File: config.mk
export PLATFORM = sky130hd
export DESIGN_NAME = sample_capture
export DESIGN_NICKNAME = d
export VERILOG_FILES = /design/src/rtl/sample_capture.sv
export SDC_FILE = /design/constraint.sdc
export NUM_CORES = 1
export LEC_CHECK = 0
export BUFFER_PORTS_ARGS = -buffer_cell sky130_fd_sc_hd__buf_2
export CORE_MARGIN = 4
export CORE_UTILIZATION = 62
export DETAILED_ROUTE_END_ITERATION = 7
export GPL_ROUTABILITY_DRIVEN = 0
export GPL_TIMING_DRIVEN = 0
export PLACE_DENSITY = 0.84
export SLEW_MARGIN = 10
export SYNTH_ARGS = -nofsm -noshare
export SYNTH_HDL_FRONTEND = slang
export SYNTH_SLANG_ARGS = --single-unit
File: constraint.sdc
create_clock -name Clk -period 4.1 [get_ports Clk]
set_input_delay 0.41 -clock Clk [delete_from_list [all_inputs] [get_ports Clk]]
set_output_delay 0.41 -clock Clk [all_outputs]
set_load 0.005 [all_outputs]
File: src/rtl/sample_capture.sv
// Triggered sample recorder: arms on request, starts storing on a rising crossing of
// trig_level, and fills a DEPTH-word buffer. Define SAMPLE_CAPTURE_LOOP_EN for ring recording.
module sample_capture #(
    parameter int DEPTH = 50,
    parameter int AW    = 6
) (
    input  logic          Clk,
    input  logic          Reset_n,
    input  logic          arm,
    input  logic          stop,
    input  logic [7:0]    trig_level,
    input  logic          in_valid,
    input  logic [7:0]    in_data,
    output logic          in_ready,
    input  logic [AW-1:0] rd_addr,
    output logic [7:0]    rd_data,
    output logic          busy,
    output logic          done,
    output logic [AW-1:0] wr_count
);

    typedef enum logic [1:0] {IDLE, ARMED, CAPTURE, DONE} state_t;

    localparam logic [AW-1:0] DEPTH_A = AW'(DEPTH);
    localparam logic [AW-1:0] LAST    = AW'(DEPTH - 1);

    state_t        state, state_nxt;
    logic [AW-1:0] ptr, ptr_nxt, cnt_nxt, waddr;
    logic [7:0]    prev, prev_nxt;
    logic          we, accept, trig;
    logic [7:0]    mem [DEPTH];

    assign accept = in_valid & in_ready;
    // Rising crossing: previous sample below the level, current at or above it.
    assign trig   = (prev < trig_level) && (in_data >= trig_level);

    always_comb begin
        state_nxt = state;
        ptr_nxt   = ptr;
        cnt_nxt   = wr_count;
        prev_nxt  = prev;
        we        = 1'b0;
        waddr     = ptr;
        case (state)
            IDLE, DONE: begin
                if (arm && !stop) begin
                    state_nxt = ARMED;
                    ptr_nxt   = '0;
                    cnt_nxt   = '0;
                    prev_nxt  = 8'hFF;
                end
            end
            ARMED: begin
                if (accept) begin
                    prev_nxt = in_data;
                    if (trig) begin
                        we        = 1'b1;
                        waddr     = '0;
                        ptr_nxt   = AW'(1);
                        cnt_nxt   = AW'(1);
                        state_nxt = CAPTURE;
                    end
                end
                if (stop) state_nxt = DONE;
            end
            CAPTURE: begin
                if (accept) begin
                    we = 1'b1;
`ifdef SAMPLE_CAPTURE_LOOP_EN
                    ptr_nxt = (ptr == LAST) ? '0 : ptr + 1'b1;
                    cnt_nxt = (wr_count == DEPTH_A) ? wr_count : wr_count + 1'b1;
`else
                    ptr_nxt = ptr + 1'b1;
                    cnt_nxt = wr_count + 1'b1;
                    if (wr_count == LAST) state_nxt = DONE;
`endif
                end
                // stop wins, but the sample accepted alongside it is still kept
                if (stop) state_nxt = DONE;
            end
            default: state_nxt = IDLE;
        endcase
    end

    always_ff @(posedge Clk) begin
        if (!Reset_n) begin
            state    <= IDLE;
            ptr      <= '0;
            wr_count <= '0;
            prev     <= 8'hFF;
            in_ready <= 1'b0;
            busy     <= 1'b0;
            done     <= 1'b0;
        end else begin
            state    <= state_nxt;
            ptr      <= ptr_nxt;
            wr_count <= cnt_nxt;
            prev     <= prev_nxt;
            in_ready <= (state_nxt == ARMED) || (state_nxt == CAPTURE);
            busy     <= (state_nxt == ARMED) || (state_nxt == CAPTURE);
            done     <= (state_nxt == DONE);
        end
    end

    // Storage is never cleared; a reset only blocks the write in that cycle.
    always_ff @(posedge Clk) begin
        if (we && Reset_n) mem[waddr] <= in_data;
    end

    always_ff @(posedge Clk) begin
        if (!Reset_n)               rd_data <= 8'h00;
        else if (rd_addr < DEPTH_A) rd_data <= mem[rd_addr];
        else                        rd_data <= 8'h00;
    end

endmodule
==> results.sh, run 1 <==
export IMPL_min_from="stop"
export IMPL_num_rows=61
export IMPL_drive_gt1_share_pct=23.3
export IMPL_wl_per_cell_um=30.0
export IMPL_syn_to_final_growth_pct=12.4
export IMPL_whs_ps=318
export IMPL_vias=10600
export IMPL_reg2regPathDepth=10
export IMPL_final_common_cell="edfxtp_1"
export IMPL_final_cell_mix="400 x edfxtp_1, 81 x mux4_2, 51 x nand2_1, 51 x nor2_1, 50 x buf_2"
export IMPL_grt_pass1_vias=10200
export IMPL_max_stage_delay_ps=820
export IMPL_critPathLaunchType="primary input"
export IMPL_hold_viol=0
export IMPL_grtUsageTotal_pct=29.6
export IMPL_cts_tree="built"
export IMPL_numPortBuffers=38
export IMPL_critPathMaxFanout=52
export IMPL_die_w_um=177
export IMPL_cts_root_buf="clkbuf_16"
export IMPL_syn_inst=1002
export IMPL_synth_edf_count=400
export IMPL_clockBufferDepth=3
export IMPL_status="complete, no violations"
export IMPL_grt_pass1_wl_um=67600
export IMPL_cts_sinks=432
export IMPL_die_y_um=177
export IMPL_crit_path_cell_trace="buf_2 > ha_1 > a211oi_1 > o21ai_0 > a41oi_2 > a2111o_1 > nor2_1 > buf_4 > nor4_2 > buf_4"
export IMPL_period_needed_ps=3930
export IMPL_crit_buf_inv=3
export IMPL_placed_cells=1432
export IMPL_tightest_slew_ps=1170
export IMPL_skew_ps=18.5
export IMPL_pwr_share_clk_pct=39.6
export IMPL_max_freq_ghz=0.254
export IMPL_cts_setup_buffers=0
export IMPL_hold_class="primary input to flip-flop"
export IMPL_rsz0062_at_grt="false"
export IMPL_period_share_pct=96.0
export IMPL_synthArstFlopShare_pct=0
export IMPL_antenna_found_initial=1
export IMPL_multiInputGateArea_um2=4750
export IMPL_design_core_area_um2=27900
export IMPL_fill_cells=1709
export IMPL_endpoint_kind="flip-flop"
export IMPL_ys_seq_area_share_pct=71.5
export IMPL_wl_um=45300
export IMPL_cpMostUsedCell="buf_4"
export IMPL_clkTransAtPathRegs_ps=60
export IMPL_dieArea_um2=31300
export IMPL_dr_first_iter_drc_count=1756
export IMPL_critPathKind="primary input to flip-flop"
export IMPL_nets=1146
export IMPL_ctsResizeCount=0
export IMPL_drc_errors=0
export IMPL_slew_violations=0
export IMPL_seqCellArea_um2=12700
export IMPL_ioPinCount=44
export IMPL_via_per_inst=7.00
export IMPL_cp_arrival_ps=4180
export IMPL_dp_hpwl_um=27300
export IMPL_rr_startpoint="state[0]"
export IMPL_power_density_nw_per_um2=478
export IMPL_worstPathRequired_ps=4350
export IMPL_grt_max_degree=53
export IMPL_cts_htree_levels=2
export IMPL_yosysWarningCount=0
export IMPL_cts_hold_buf=0
export IMPL_p_sw_share_pct=23.5
export IMPL_ant_nets=0
export IMPL_switchingPower_uw=2230
export IMPL_hold_path_end="state[0]"
export IMPL_r2r_end="mem[35][6]"
export IMPL_ys_seq_elements=432
export IMPL_timing_max_cap_violations=0
export IMPL_clk_latency_ps=550
export IMPL_grt_overflow=0
export IMPL_syn_avg_cell_area_um2=17.7
export IMPL_p_comb_share_pct=9.2
export IMPL_slew_limit_headroom_pct=21.7
export IMPL_cp_top_family="buffers and inverters"
export IMPL_syn_area_um2=17700
export IMPL_finalSetupViolations=0
export IMPL_synth_net_count=1050
export IMPL_crit_slowest_cell="buf_2"
export IMPL_reg2reg_slack_ps=720
export IMPL_cts_buffers=42
export IMPL_synthFlopType="edfxtp_1"
export IMPL_antenna_cells=0
export IMPL_ir_drop_mv=0.388
export IMPL_hold_depth=5
export IMPL_dr_pass1_iters=6
export IMPL_finalNonFillerCells=1509
export IMPL_yosysUniqueCellTypes=58
export IMPL_p_leak_uw=0.00645
export IMPL_final_util_pct=71.2
export IMPL_start_util_pct=63.3
export IMPL_power_frac_seq_pct=51.2
export IMPL_p_int_uw=7270
tightest hold or removal path, cell delays in order:
cell,delay [ps]
buf_2,120
nor2_1,90
nand2_1,50
inv_1,60
a211oi_1,60
state kept, by name, summed over array words and instances (netlist names):
signal	flops
ptr	6
done	1
wr_count	6
busy	1
mem	400
state	2
rd_data	8
prev	8
power by group through the flow:
| stage | sequential, µW | clock [µW] | combinational [µW] |
|---|---|---|---|
| 2_1_floorplan | 4950 | 0 | 535 |
| 3_3_place_gp | 4960 | 0 | 807 |
| 3_5_place_dp | 4960 | 0 | 839 |
| 4_1_cts | 4870 | 3760 | 852 |
| 5_1_grt | 4870 | 3970 | 942 |
| 6_report | 4870 | 3760 | 874 |
metal layers:
layer / global-route usage (%) / up-vias / share of wire [%]
li1: - / 4263 / -
met1: 43.2 / 5268 / 36
met2: 45.5 / 890 / 47
met3: 5.53 / 146 / 12
met4: 11.1 / 0 / 4.8
met5: 0 / - / 0
metrics by stage:
| stage | total power [µW] | cell area [µm²] | worst slack [ps] | setup TNS, ps |
|---|---|---|---|---|
| final | 9500 | 19900 | 165 | 0 |
| after global routing | 9780 | 19900 | 31.2 | 0 |
| after CTS | 9480 | 19900 | 182 | 0 |
| after detailed placement | 5800 | 18600 | -325 | -7380 |
| after global placement | 5760 | 18400 | -1130 | -90840 |
| after floorplan | 5490 | 17700 | 862 | 0 |
cell type report:
| type | instances | share of cell area (%) |
|---|---|---|
| buffer | 63 | 1.63 |
| clock buffer | 55 | 5.90 |
| clock inverter | 22 | 0.749 |
| inverter | 18 | 0.340 |
| multi-input combinational | 489 | 23.9 |
| sequential | 432 | 63.6 |
| tap | 378 | 2.38 |
| timing repair buffer | 52 | 1.48 |
logic make-up (layout without fill, tap and decap cells):
logic type	after synthesis	in the layout	synth area share, %
compound gates	138	138	5.91
fa+ha+maj	21	21	1.49
buf+inv	81	210	2.21
flops	432	432	71.5
mux	134	134	13.4
simple gates	196	196	5.47
how the worst max path moves through the flow:
| stage | startpoint | end | slack, ps | depth (start not counted) |
|---|---|---|---|---|
| 3_3_place_gp | in_data[2] | mem[18][5] | -1130 | 9 |
| 5_1_grt | in_data[2] | mem[18][4] | 30 | 10 |
| 4_1_cts | in_data[2] | mem[11][4] | 180 | 8 |
| 3_5_place_dp | in_data[2] | mem[11][4] | -330 | 8 |
| 6_report | in_data[2] | mem[18][5] | 170 | 10 |
| 2_1_floorplan | trig_level[2] | mem[48][0] | 860 | 9 |
cells in the mapped netlist (9+ instances only):
cell type	instances	area share [%]
a211oi_1	9	0.38
a21oi_1	24	0.68
a221oi_1	10	0.50
a31oi_1	9	0.32
buf_2	12	0.34
buf_4	14	0.59
clkbuf_1	28	0.59
dfxtp_1	32	3.6
edfxtp_1	400	68
ha_1	21	1.5
inv_1	17	0.36
mux2_2	12	0.76
mux2i_1	41	2.3
mux4_2	81	10
nand2_1	51	1.1
nand3_1	13	0.37
nor2_1	51	1.1
nor2b_1	9	0.32
nor3_1	16	0.45
nor4_1	16	0.57
o21ai_0	23	0.65
o221ai_1	15	0.74
No activity file was read; power rests on OpenSTA's default activity.
==> run 2, diff against run 1 <==
--- a/config.mk
+++ b/config.mk
@@ -7,11 +7,11 @@
 export LEC_CHECK = 0
 export BUFFER_PORTS_ARGS = -buffer_cell sky130_fd_sc_hd__buf_2
 export CORE_MARGIN = 4
-export CORE_UTILIZATION = 62
+export CORE_UTILIZATION = 50
 export DETAILED_ROUTE_END_ITERATION = 7
 export GPL_ROUTABILITY_DRIVEN = 0
 export GPL_TIMING_DRIVEN = 0
-export PLACE_DENSITY = 0.84
+export PLACE_DENSITY = 0.71
 export SLEW_MARGIN = 10
 export SYNTH_ARGS = -nofsm -noshare
 export SYNTH_HDL_FRONTEND = slang
==> run 2 against run 1 <==
Net effect: cell area rose by 0.69%; die area up 23%; count of clock-buffer cells in the layout is 3 lower; clock power grew 1%; worst setup slack gained 69 ps; flip-flop and latch count is the same; via count down 4.2%; power increased by 0.44%; non-clock buffer count increased by 2; critical path type unchanged; largest power group unchanged.
==> results.sh, run 2 (synthesized netlist as in run 1, its figures left out) <==
export IMPL_status="complete, no violations"
export IMPL_rr_startpoint="state[1]"
export IMPL_start_util_pct=51.0
export IMPL_max_stage_delay_ps=750
export IMPL_p_leak_uw=0.00648
export IMPL_numPortBuffers=38
export IMPL_grt_max_degree=53
export IMPL_crit_buf_inv=3
export IMPL_antenna_cells=0
export IMPL_min_from="stop"
export IMPL_cp_arrival_ps=4100
export IMPL_via_per_inst=6.38
export IMPL_clkTransAtPathRegs_ps=60
export IMPL_design_core_area_um2=34700
export IMPL_reg2regPathDepth=9
export IMPL_worstPathRequired_ps=4340
export IMPL_critPathMaxFanout=52
export IMPL_reg_largest_list="mem x400, prev x8, rd_data x8"
export IMPL_cts_hold_buf=0
export IMPL_timing_max_cap_violations=0
export IMPL_clockBufferDepth=3
export IMPL_p_total_uw=9540
export IMPL_nets=1149
export IMPL_cts_htree_levels=2
export IMPL_critPathLaunchType="primary input"
export IMPL_endpoint_kind="flip-flop"
export IMPL_top_register="mem"
export IMPL_slew_violations=0
export IMPL_cpMostUsedCell="buf_2"
export IMPL_tightest_slew_ps=1130
export IMPL_cts_root_buf="clkbuf_16"
export IMPL_final_cell_mix="400 x edfxtp_1, 81 x mux4_2, 51 x nand2_1, 51 x nor2_1, 51 x buf_2"
export IMPL_slew_limit_headroom_pct=24.1
export IMPL_cts_tree="built"
export IMPL_die_y_um=196
export IMPL_hold_viol=0
export IMPL_vias=10100
export IMPL_ioPinCount=44
export IMPL_dpl_cell_area_um2=18700
export IMPL_hold_class="primary input to flip-flop"
export IMPL_max_freq_ghz=0.259
export IMPL_drive_gt1_share_pct=23.5
export IMPL_clk_latency_ps=550
export IMPL_final_common_cell="edfxtp_1"
export IMPL_wl_per_cell_um=27.7
export IMPL_rsz0062_at_grt="false"
export IMPL_cts_buffers=43
export IMPL_skew_ps=23.5
export IMPL_ant_nets=0
export IMPL_r2r_end="mem[3][3]"
export IMPL_dp_hpwl_um=28000
export IMPL_grt_overflow=0
export IMPL_period_needed_ps=3870
export IMPL_power_density_nw_per_um2=477
export IMPL_critPathKind="primary input to flip-flop"
export IMPL_hold_path_end="state[0]"
export IMPL_cts_sinks=432
export IMPL_wl_um=44000
export IMPL_postLayoutCellArea_um2=20000
export IMPL_antenna_found_initial=1
export IMPL_fill_cells=2646
export IMPL_cts_setup_buffers=0
export IMPL_dr_pass1_iters=5
export IMPL_finalSetupViolations=0
export IMPL_crit_path_cell_trace="buf_2 > ha_1 > a211oi_1 > o21ai_0 > a41oi_2 > a2111o_1 > nor2_1 > buf_4 > nor4_2 > buf_2"
export IMPL_drc_errors=0
export IMPL_period_share_pct=94.3
export IMPL_syn_to_final_growth_pct=13.2
export IMPL_num_rows=68
export IMPL_die_w_um=196
export IMPL_ir_drop_mv=0.283
export IMPL_reg2reg_slack_ps=780
export IMPL_ctsResizeCount=0
export IMPL_largest_reg_flops=400
export IMPL_grt_pass1_vias=9857
export IMPL_grtUsageTotal_pct=23.0
export IMPL_crit_slowest_cell="buf_2"
export IMPL_grt_pass1_wl_um=65300
export IMPL_dieArea_um2=38500
export IMPL_cp_top_family="buffers and inverters"
export IMPL_dr_first_iter_drc_count=1258
export IMPL_hold_depth=5
-- run 2: report_power, final --
group	internal [µW]	total (µW)	switching, µW	leakage (µW)
sequential	4840	4870	24.1	0.00385
clock	2210	3810	1600	0.000660
combinational	288	868	581	0.00197
total	7340	9540	2200	0.00648
-- run 2: worst reg2reg max path: stages (launching register included) --
cell and delay (ps):
dfxtp_1 380, inv_1 60, ha_1 170, clkbuf_1 230
inv_1 210, buf_1 530, nor2_1 170, buf_4 230
nor4_2 700, buf_2 350
-- run 2: worst max-delay path by stage --
stage / from / to / slack [ps] / depth (start not counted)
floorplan: trig_level[2] / mem[48][0] / 860 / 9
global placement: in_data[2] / mem[18][5] / -1210 / 9
detailed placement: in_data[2] / mem[11][3] / -330 / 8
CTS: in_data[2] / mem[11][4] / 220 / 8
global route: in_data[2] / mem[43][6] / 80 / 10
finish: in_data[2] / mem[3][3] / 230 / 10
-- run 2: final cells by class --
class,instances,area (µm²),share of cell area [%]
Sequential cell,432,12700,63.2
Multi-Input combinational cell,489,4750,23.7
Clock buffer,52,1130,5.65
Tap cell,455,569,2.84
Buffer,63,324,1.62
Timing Repair Buffer,54,312,1.56
Clock inverter,23,216,1.08
Inverter,18,67.6,0.337
-- run 2: metal layers --
metal	vias to the layer above	part of all wire (%)	GRT usage (%)
li1	4271	-	-
met1	5147	40	33.7
met2	605	47	35.9
met3	94	9.6	3.90
met4	2	3.1	6.93
met5	-	0.027	0
-- run 2: per-stage QoR --
step                      util [%]  std cells  TNS [ps]  hold WS, ps  setup WS [ps]
after floorplan                  -       1002         0          461            862
after global placement        53.1       1495   -103450          485          -1210
after detailed placement      53.8       1511     -7780          483           -326
after CTS                     57.7       1586         0          297            224
after global routing          57.7       1586         0          337           82.2
final                         57.7       1586         0          312            234
==> run 3, diff against run 2 <==
--- a/config.mk
+++ b/config.mk
@@ -5,13 +5,13 @@
 export SDC_FILE = /design/constraint.sdc
 export NUM_CORES = 1
 export LEC_CHECK = 0
+export ABC_AREA = 1
 export BUFFER_PORTS_ARGS = -buffer_cell sky130_fd_sc_hd__buf_2
 export CORE_MARGIN = 4
 export CORE_UTILIZATION = 50
 export DETAILED_ROUTE_END_ITERATION = 7
 export GPL_ROUTABILITY_DRIVEN = 0
-export GPL_TIMING_DRIVEN = 0
-export PLACE_DENSITY = 0.71
+export PLACE_DENSITY = 0.76
 export SLEW_MARGIN = 10
 export SYNTH_ARGS = -nofsm -noshare
 export SYNTH_HDL_FRONTEND = slang
==> run 3 against run 2 <==
Net effect: power rose by 3.3%; critical endpoint is now mem[9][7]; global-route usage rose by 0.54 points; critical path type is now flip-flop to flip-flop; count of clock-buffer cells in the layout rose by 13; critical path depth down 2; clock skew is 7.3 ps lower; via count up 24%.
==> results.sh, run 3 <==
export IMPL_yosysUniqueCellTypes=39
export IMPL_grt_max_degree=148
export IMPL_cts_htree_levels=2
export IMPL_cts_root_buf="clkbuf_16"
export IMPL_num_rows=69
export IMPL_synthFlopType="edfxtp_1"
export IMPL_wl_um=46500
export IMPL_clockBufferDepth=3
export IMPL_dieArea_um2=39400
export IMPL_antenna_found_initial=1
export IMPL_nets=1645
export IMPL_hold_viol=0
export IMPL_drive_gt1_share_pct=10.9
export IMPL_final_common_cell="edfxtp_1"
export IMPL_die_w_um=198
export IMPL_top_register="mem"
export IMPL_drc_errors=0
export IMPL_critPathKind="flip-flop to flip-flop"
export IMPL_syn_to_final_growth_pct=11.7
export IMPL_finalSetupViolations=0
export IMPL_worst_slack_ps=1040
export IMPL_start_util_pct=50.9
export IMPL_timing_max_cap_violations=0
export IMPL_final_cell_mix="400 x edfxtp_1, 294 x nor2_1, 214 x nand2_1"
export IMPL_slew_limit_headroom_pct=33.9
export IMPL_ctsResizeCount=0
export IMPL_yosysWarningCount=0
export IMPL_syn_inst=1556
export IMPL_p_leak_uw=0.00702
export IMPL_cts_buffers=43
export IMPL_cp_arrival_ps=3240
export IMPL_antenna_cells=0
export IMPL_clk_latency_ps=560
export IMPL_period_needed_ps=3060
export IMPL_dr_pass1_iters=5
export IMPL_power_density_nw_per_um2=487
export IMPL_setup_tns_ps=0
export IMPL_synth_most_common_cell="edfxtp_1"
export IMPL_skew_ps=16.2
export IMPL_synth_largest_area_cell="edfxtp_1"
export IMPL_grtUsageTotal_pct=23.5
export IMPL_ioPinCount=44
export IMPL_largest_reg_flops=400
export IMPL_cts_setup_buffers=0
export IMPL_synthArstFlopShare_pct=0
export IMPL_vias=12500
export IMPL_max_freq_ghz=0.327
export IMPL_synth_common_cells="400 x edfxtp_1, 294 x nor2_1, 214 x nand2_1"
export IMPL_rsz0062_at_grt="false"
export IMPL_slew_violations=0
export IMPL_syn_avg_cell_area_um2=11.7
export IMPL_grt_pass1_wl_um=71200
export IMPL_dp_hpwl_um=27900
export IMPL_wl_per_cell_um=22.2
export IMPL_status="complete, no violations"
export IMPL_reg_largest_list="mem x400, prev x8, rd_data x8"
export IMPL_pre_cts_ws_ps=850
export IMPL_die_y_um=198
export IMPL_synth_net_count=1604
export IMPL_grt_pass1_vias=12200
export IMPL_numPortBuffers=43
export IMPL_ir_drop_mv=0.333
export IMPL_hold_class="primary input to flip-flop"
export IMPL_ys_seq_area_share_pct=69.8
export IMPL_design_core_area_um2=35700
export IMPL_dr_first_iter_drc_count=1727
export IMPL_grt_overflow=0
export IMPL_cts_hold_buf=0
export IMPL_syn_area_um2=18100
export IMPL_synth_area_leaders="edfxtp_1 66%, nor2_1 6.1%, o21ai_0 4.8%"
export IMPL_cts_tree="built"
export IMPL_clkTransAtPathRegs_ps=60
export IMPL_cts_sinks=432
export IMPL_via_per_inst=5.98
export IMPL_synth_edf_count=400
export IMPL_synth_top_cell_area_share_pct=66.2
export IMPL_critPathMaxFanout=16
export IMPL_ys_seq_elements=432
export IMPL_endpoint_kind="flip-flop"
export IMPL_worstPathRequired_ps=4280
export IMPL_ant_nets=0
export IMPL_tightest_slew_ps=991
export IMPL_period_share_pct=74.7
export IMPL_critPathLaunchType="flip-flop"
run 3: worst paths after layout:
kind | start | end | slack [ps] | cells after the start
worst min register to register | prev[5] | prev[5] | 480 | 2
worst max-delay path | prev[7] | mem[9][7] | 1040 | 8
worst min-delay path | Reset_n | prev[0] | 200 | 2
worst max register to register | prev[7] | mem[9][7] | 1040 | 8
run 3: final cells by class:
cell class | instances | area, µm²
clock buffers | 65 | 1290
clock inverters | 15 | 183
fillers | 2793 | 15400
inverters | 70 | 265
multi-input cells | 969 | 4740
flip-flops and latches | 432 | 12700
well taps | 461 | 577
repair buffers | 81 | 547
run 3: routing by layer:
layer / GRT usage [%] / up-vias / part of all wire, %
met3: 4.13 / 124 / 10
met5: 0 / - / 0.015
met2: 37.9 / 730 / 47
met4: 9.32 / 2 / 4.2
li1: - / 5607 / -
met1: 32.2 / 6061 / 38
run 3: through the flow:
step	hold WS, ps	utilization, %	instances	instance area [µm²]	total power (µW)
final	197	56.8	2093	20300	9860
after global routing	210	56.8	2093	20300	10200
after CTS	186	56.8	2093	20300	9870
after detailed placement	470	52.7	2013	18800	5910
after global placement	460	52.7	2013	18800	5870
after floorplan	438	-	1556	18100	5600
run 3: kinds of logic after synthesis:
| logic type | after synthesis | synth area share [%] |
|---|---|---|
| compound gates | 347 | 10.9 |
| fa+ha+maj | 21 | 1.45 |
| buf+inv | 155 | 4.09 |
| flops | 432 | 69.8 |
| mux | 5 | 0.276 |
| simple gates | 596 | 13.5 |
run 3: power by group:
part | internal, µW | total [µW] | switching, µW
sequential | 4870 | 4950 | 73.7
clock | 2380 | 4020 | 1640
combinational | 255 | 894 | 638
run 3: worst max-delay path, cell delays in order (launching register included):
cell      delay (ps)
dfxtp_1          320
ha_1             290
a21oi_1          140
o21ai_0          150
a21oi_4          180
nand3_4          220
a21boi_4         360
nand3_2          320
nor2_1           690
